[config.mk]
export PLATFORM = sky130hd
export DESIGN_NAME = uart_pkt_tx
export DESIGN_NICKNAME = d
export VERILOG_FILES = /design/src/rtl/uart_pkt_tx.sv
export SDC_FILE = /design/constraint.sdc
export NUM_CORES = 1
export LEC_CHECK = 0
export BUFFER_PORTS_ARGS = -buffer_cell sky130_fd_sc_hd__clkbuf_2
export CORE_UTILIZATION = 40
export CTS_CLUSTER_SIZE = 12
export DETAILED_ROUTE_END_ITERATION = 16
export GPL_ROUTABILITY_DRIVEN = 0
export HOLD_SLACK_MARGIN = 0.06
export SLEW_MARGIN = 10
export SYNTH_ARGS = -nofsm -noshare
export SYNTH_HDL_FRONTEND = slang
export SYNTH_SLANG_ARGS = --single-unit
[constraint.sdc]
create_clock -name clk_100 -period 3.55 [get_ports clk_100]
set_input_delay 0.71 -clock clk_100 [delete_from_list [all_inputs] [get_ports clk_100]]
set_output_delay 0.71 -clock clk_100 [all_outputs]
set_load 0.02 [all_outputs]
[src/rtl/uart_pkt_tx.sv]
// UART packet framer: sends PREFIX, addr, len, payload bytes and a check byte,
// each serialised 8N1 on tx and followed by GAP_BITS idle bit-times.
module uart_pkt_tx #(
    parameter int unsigned SYS_CLK_HZ = 100_000_000,
    parameter int unsigned BAUDRATE   = 115_200,
    parameter int unsigned MAX_LEN    = 64,
    parameter int unsigned GAP_BITS   = 3,
    parameter logic [7:0]  PREFIX     = 8'hDD,
    parameter bit          CRC_MODE   = 1'b1,
    parameter logic [7:0]  CRC_CONST  = 8'hCC
) (
    input  logic       clk_100,
    input  logic       rst,
    input  logic       start,
    input  logic [7:0] addr,
    input  logic [7:0] len,
    input  logic [7:0] s_data,
    input  logic       s_valid,
    output logic       s_ready,
    output logic       busy,
    output logic       done,
    output logic       err,
    output logic       tx
);
    localparam int unsigned   DIV       = SYS_CLK_HZ / BAUDRATE;
    localparam int unsigned   TW        = (DIV > 1) ? $clog2(DIV) : 1;
    localparam logic [TW-1:0] T_LAST    = TW'(DIV - 1);
    localparam logic [3:0]    GAP_LAST  = 4'((GAP_BITS > 0) ? GAP_BITS - 1 : 0);
    localparam logic [7:0]    MAX_LEN_B = 8'(MAX_LEN);

    typedef enum logic [2:0] {
        S_IDLE,
        S_LOAD,
        S_START,
        S_DATA,
        S_STOP,
        S_GAP,
        S_DONE
    } state_t;

    state_t        state;
    logic [7:0]    addr_q;
    logic [7:0]    len_q;
    logic [7:0]    acc;
    logic [7:0]    shreg;
    logic [8:0]    idx;
    logic [2:0]    bit_cnt;
    logic [3:0]    gap_cnt;
    logic [TW-1:0] timer;

    logic [8:0] last_idx;
    logic [8:0] next_idx;
    logic       timer_done;
    logic       last_byte;
    logic       payload_next;
    logic       len_ok;
    logic       byte_end;
    logic [7:0] hdr_byte;

    // NOTE: every variable gets a default at the top of always_comb so no path can infer a latch.
    always_comb begin
        last_idx     = {1'b0, len_q} + 9'd3;
        next_idx     = idx + 9'd1;
        timer_done   = (timer == T_LAST);
        last_byte    = (idx == last_idx);
        payload_next = (next_idx >= 9'd3) && (next_idx < last_idx);
        len_ok       = (len != 8'd0) && (len <= MAX_LEN_B);
        byte_end     = 1'b0;
        if (timer_done) begin
            if (state == S_STOP && GAP_BITS == 0) begin
                byte_end = 1'b1;
            end else if (state == S_GAP && gap_cnt == GAP_LAST) begin
                byte_end = 1'b1;
            end
        end
        case (idx)
            9'd0:    hdr_byte = PREFIX;
            9'd1:    hdr_byte = addr_q;
            9'd2:    hdr_byte = len_q;
            default: hdr_byte = CRC_MODE ? acc : CRC_CONST;
        endcase
    end

    // NOTE: sequential state uses non-blocking assignments only, so every read sees the pre-edge value.
    always_ff @(posedge clk_100) begin
        if (rst) begin
            // NOTE: every register, datapath included, is cleared so an aborted packet leaves no residue.
            state   <= S_IDLE;
            addr_q  <= '0;
            len_q   <= '0;
            acc     <= '0;
            shreg   <= '0;
            idx     <= '0;
            bit_cnt <= '0;
            gap_cnt <= '0;
            timer   <= '0;
            tx      <= 1'b1;
            busy    <= 1'b0;
            done    <= 1'b0;
            err     <= 1'b0;
            s_ready <= 1'b0;
        end else begin
            done  <= 1'b0;
            err   <= 1'b0;
            timer <= timer_done ? '0 : timer + TW'(1);

            case (state)
                S_IDLE: begin
                    if (start) begin
                        if (len_ok) begin
                            addr_q <= addr;
                            len_q  <= len;
                            acc    <= addr ^ len;
                            idx    <= '0;
                            busy   <= 1'b1;
                            state  <= S_LOAD;
                        end else begin
                            err <= 1'b1;
                        end
                    end
                end

                // s_ready is set on entry only for payload indices, so it doubles as the byte-type flag
                S_LOAD: begin
                    timer <= '0;
                    if (s_ready) begin
                        if (s_valid) begin
                            shreg   <= s_data;
                            acc     <= acc ^ s_data;
                            s_ready <= 1'b0;
                            tx      <= 1'b0;
                            state   <= S_START;
                        end
                    end else begin
                        shreg <= hdr_byte;
                        tx    <= 1'b0;
                        state <= S_START;
                    end
                end

                S_START: begin
                    if (timer_done) begin
                        tx      <= shreg[0];
                        bit_cnt <= '0;
                        state   <= S_DATA;
                    end
                end

                S_DATA: begin
                    if (timer_done) begin
                        if (bit_cnt == 3'd7) begin
                            tx    <= 1'b1;
                            state <= S_STOP;
                        end else begin
                            tx      <= shreg[1];
                            shreg   <= {1'b0, shreg[7:1]};
                            bit_cnt <= bit_cnt + 3'd1;
                        end
                    end
                end

                S_STOP: begin
                    if (timer_done && GAP_BITS != 0) begin
                        gap_cnt <= '0;
                        state   <= S_GAP;
                    end
                end

                S_GAP: begin
                    if (timer_done && gap_cnt != GAP_LAST) begin
                        gap_cnt <= gap_cnt + 4'd1;
                    end
                end

                S_DONE: begin
                    busy  <= 1'b0;
                    state <= S_IDLE;
                end

                default: state <= S_IDLE;
            endcase

            // End of a byte's idle tail: fetch the next byte or finish the packet
            if (byte_end) begin
                if (last_byte) begin
                    done  <= 1'b1;
                    state <= S_DONE;
                end else begin
                    idx     <= next_idx;
                    s_ready <= payload_next;
                    state   <= S_LOAD;
                end
            end
        end
    end
endmodule

==> impl_metrics.tcl <==
set metrics [dict create \
    status "completed" \
    syn-cell-area_um2 4080 \
    die_h_um 103 \
    finalSetupViolCount 0 \
    grt_max_degree 37 \
    pwr-share-seq_pct 43.2 \
    clockRootBuffer "clkbuf_8" \
    ys_seq_area_share_pct 32.4 \
    yosys.area.top_type_share_pct 32.4 \
    nets 579 \
    wl_um 10800 \
    drt_drc_violations_left 0 \
    cts_setup_buffers 0 \
    cts_buffers 9 \
    maxCapViolCount 0 \
    gr-total-overflow 0 \
    num_vias 3739 \
    synth_most_common_cell "nand2_1" \
    switching_share_pct 28.3 \
    fin_setup_tns_ns 0 \
    htree_levels 3 \
    internal-power_mw 1.39 \
    drtPass1Iterations 8 \
    worst_slew_margin_rel_pct 52.3 \
    leakagePower_nw 1.65 \
    worst-r2r-setup-slack_ns 0.83 \
    clkPwrFrac_pct 41.4 \
    cts_resized 0 \
    crit_path_frequent_cell "ha_1" \
    switchingPower_uw 549 \
    period_needed_ns 2.72 \
    start_kind "register" \
    synth_edf_count 0 \
    first_iter_violations 234 \
    fin_cells 670 \
    grt_pass1_wl_um 17500 \
    synth_top_cell_by_area "dfxtp_1" \
    insertion_delay_ns 0.36 \
    die_w_um 103 \
    clock_path_buffers 2 \
    crit_family "adder cells" \
    arrival_ns 3.01 \
    synth_common_cells "70 x nand2_1, 66 x dfxtp_1, 41 x a21oi_1, 41 x nor2_1, 34 x o21ai_0" \
    hold_class "reg -> reg" \
    vias_per_cell 5.58 \
    grt_pass1_vias 3507 \
    cts_num_sinks 66 \
    diodes 0 \
    synth_seq_cells 66 \
    ys_types 60 \
    cts_tree "built" \
    fp-row-count 36 \
    avgSynthCellArea_um2 7.88 \
    hold_viol_final 0 \
    slew_viol_final 0 \
    cpPeakStageDelay_ns 0.53 \
    skew_ns 0.00953 \
    drive_above_1_share_pct 11.9 \
    cp_slowest_cell "dfxtp_1" \
    fin_crit_sh_pct 76.6 \
    antenna_found_initial 0 \
    cp_max_fo 8 \
    endpoint_kind "register" \
    wl_per_cell_um 16.1 \
    crit_required_ns 3.84 \
    ys.flop_type "dfxtp_1" \
    hold_slack_ns 0.461 \
    rsz0062_at_grt "false" \
    crit_chain "ha_1 > nand3_1 > and2_1 > or2_2 > ha_1 > a211oi_1 > a31o_2 > o311ai_0 > mux2i_1" \
    tightest_slew_ns 0.716 \
    initial_core_util_pct 41.6 \
    critPathKind "reg -> reg" \
    ioPinCount 33 \
    p_comb_share_pct 15.5 \
    final_antenna_net_count 0 \
    irDropWorstVdd_mv 0.195 \
    placedCellCount 654 \
    port_buffers 32 \
    ys_warn_count 0 \
    clkTransAtPathRegs_ns 0.08 \
    crit_buf_inv 0 \
    clock.fmax_mhz 368 \
    synth_area_leaders "dfxtp_1 32%, nand2_1 6.4%, ha_1 5.8%, xnor2_1 5.2%, a21oi_1 5.0%" \
    die_area_um2 10600 \
    core_area_um2 9820 \
    grt_usage_pct 21.8 \
    ctsHoldBuffers 0 \
    netlist_instances 518 \
    dp_hpwl_um 7910 \
    async_flop_share_pct 0 \
    synth_nets 565 \
    area_delta_synth_final_pct 11.5 \
    power_density_nw_per_um2 425 \
]
path summary, 6_finish.rpt:
kind	start	endpoint	depth (start not counted)
setup / recovery	idx[0]	s_ready	9
setup reg to reg	idx[0]	s_ready	9
hold reg to reg	addr_q[1]	addr_q[1]	2
hold / removal	addr_q[1]	addr_q[1]	2
cells by family after synthesis:
family                     after synthesis  share of synthesized area, %
xor gates and xnor gates                36                          9.10
DFF                                     66                          32.4
AOI/OAI and AO/OA                      142                          22.9
adders and majority gates               19                          5.82
and+or+nand+nor                        205                          24.6
muxes                                    1                         0.245
buffers and inverters                   49                          4.90
area by class of cell:
class	instances	area (um2)
clock buffers	10	138
clock inverters	6	114
fillers	1030	5270
inverters	17	63.8
multi-input cells	403	2570
flip-flops and latches	66	1320
well taps	133	166
repair buffers	35	183
routing by layer:
metal  share of wire, %  routed length, um  vias up  track usage (%)
met1                 48               5150     1758             29.2
met5                  0                  0        -                0
met4                1.6                172        0             8.67
met2                 46               5000       82             35.4
met3                4.5                481       15             2.85
li1                   -                  -     1884                -
cells in the final DEF (no fill, tap or decap), types with 8 or more instances in the layout:
master	instances
ha_1	19
dfxtp_1	66
o21ai_0	34
nor3_1	12
nand2_1	70
nor2_1	41
a21oi_1	41
and3_1	9
o211ai_1	11
inv_1	17
xnor2_1	24
xor2_1	8
clkbuf_2	32
nand3b_1	9
nand3_1	24
clkbuf_8	10
metrics by stage:
stage	utilization (%)	cell area [um2]	worst slack, ns	total power [mW]
after floorplan	-	4080	1.23	1.06
after global placement	43.8	4300	0.693	1.14
after detailed placement	43.8	4300	0.697	1.15
after CTS	46.4	4550	0.855	1.94
after global routing	46.4	4550	0.640	2.01
final	46.4	4550	0.829	1.94
worst register-to-register path, stage by stage (launching register included):
cell and delay (ns):
dfxtp_1 0.53, ha_1 0.37, nand3_1 0.15, and2_1 0.21, or2_2 0.30, ha_1 0.29, a211oi_1 0.24, a31o_2 0.19
o311ai_0 0.19, mux2i_1 0.18
flip-flops by register name, indices dropped and copies added (netlist names):
signal / cells
gap_cnt: 4
bit_cnt: 3
done: 1
tx: 1
idx: 9
shreg: 8
len_q: 8
timer: 10
s_ready: 1
acc: 8
busy: 1
err: 1
addr_q: 8
state: 3
power by group through the flow:
| stage | clock [mW] | combinational (mW) | sequential, mW |
|---|---|---|---|
| finish | 0.801 | 0.300 | 0.836 |
| global route | 0.833 | 0.336 | 0.843 |
| CTS | 0.809 | 0.301 | 0.835 |
| detailed placement | 0 | 0.299 | 0.853 |
| global placement | 0 | 0.292 | 0.850 |
| floorplan | 0 | 0.231 | 0.831 |
Note: power is estimated with default switching activity, not from simulation.
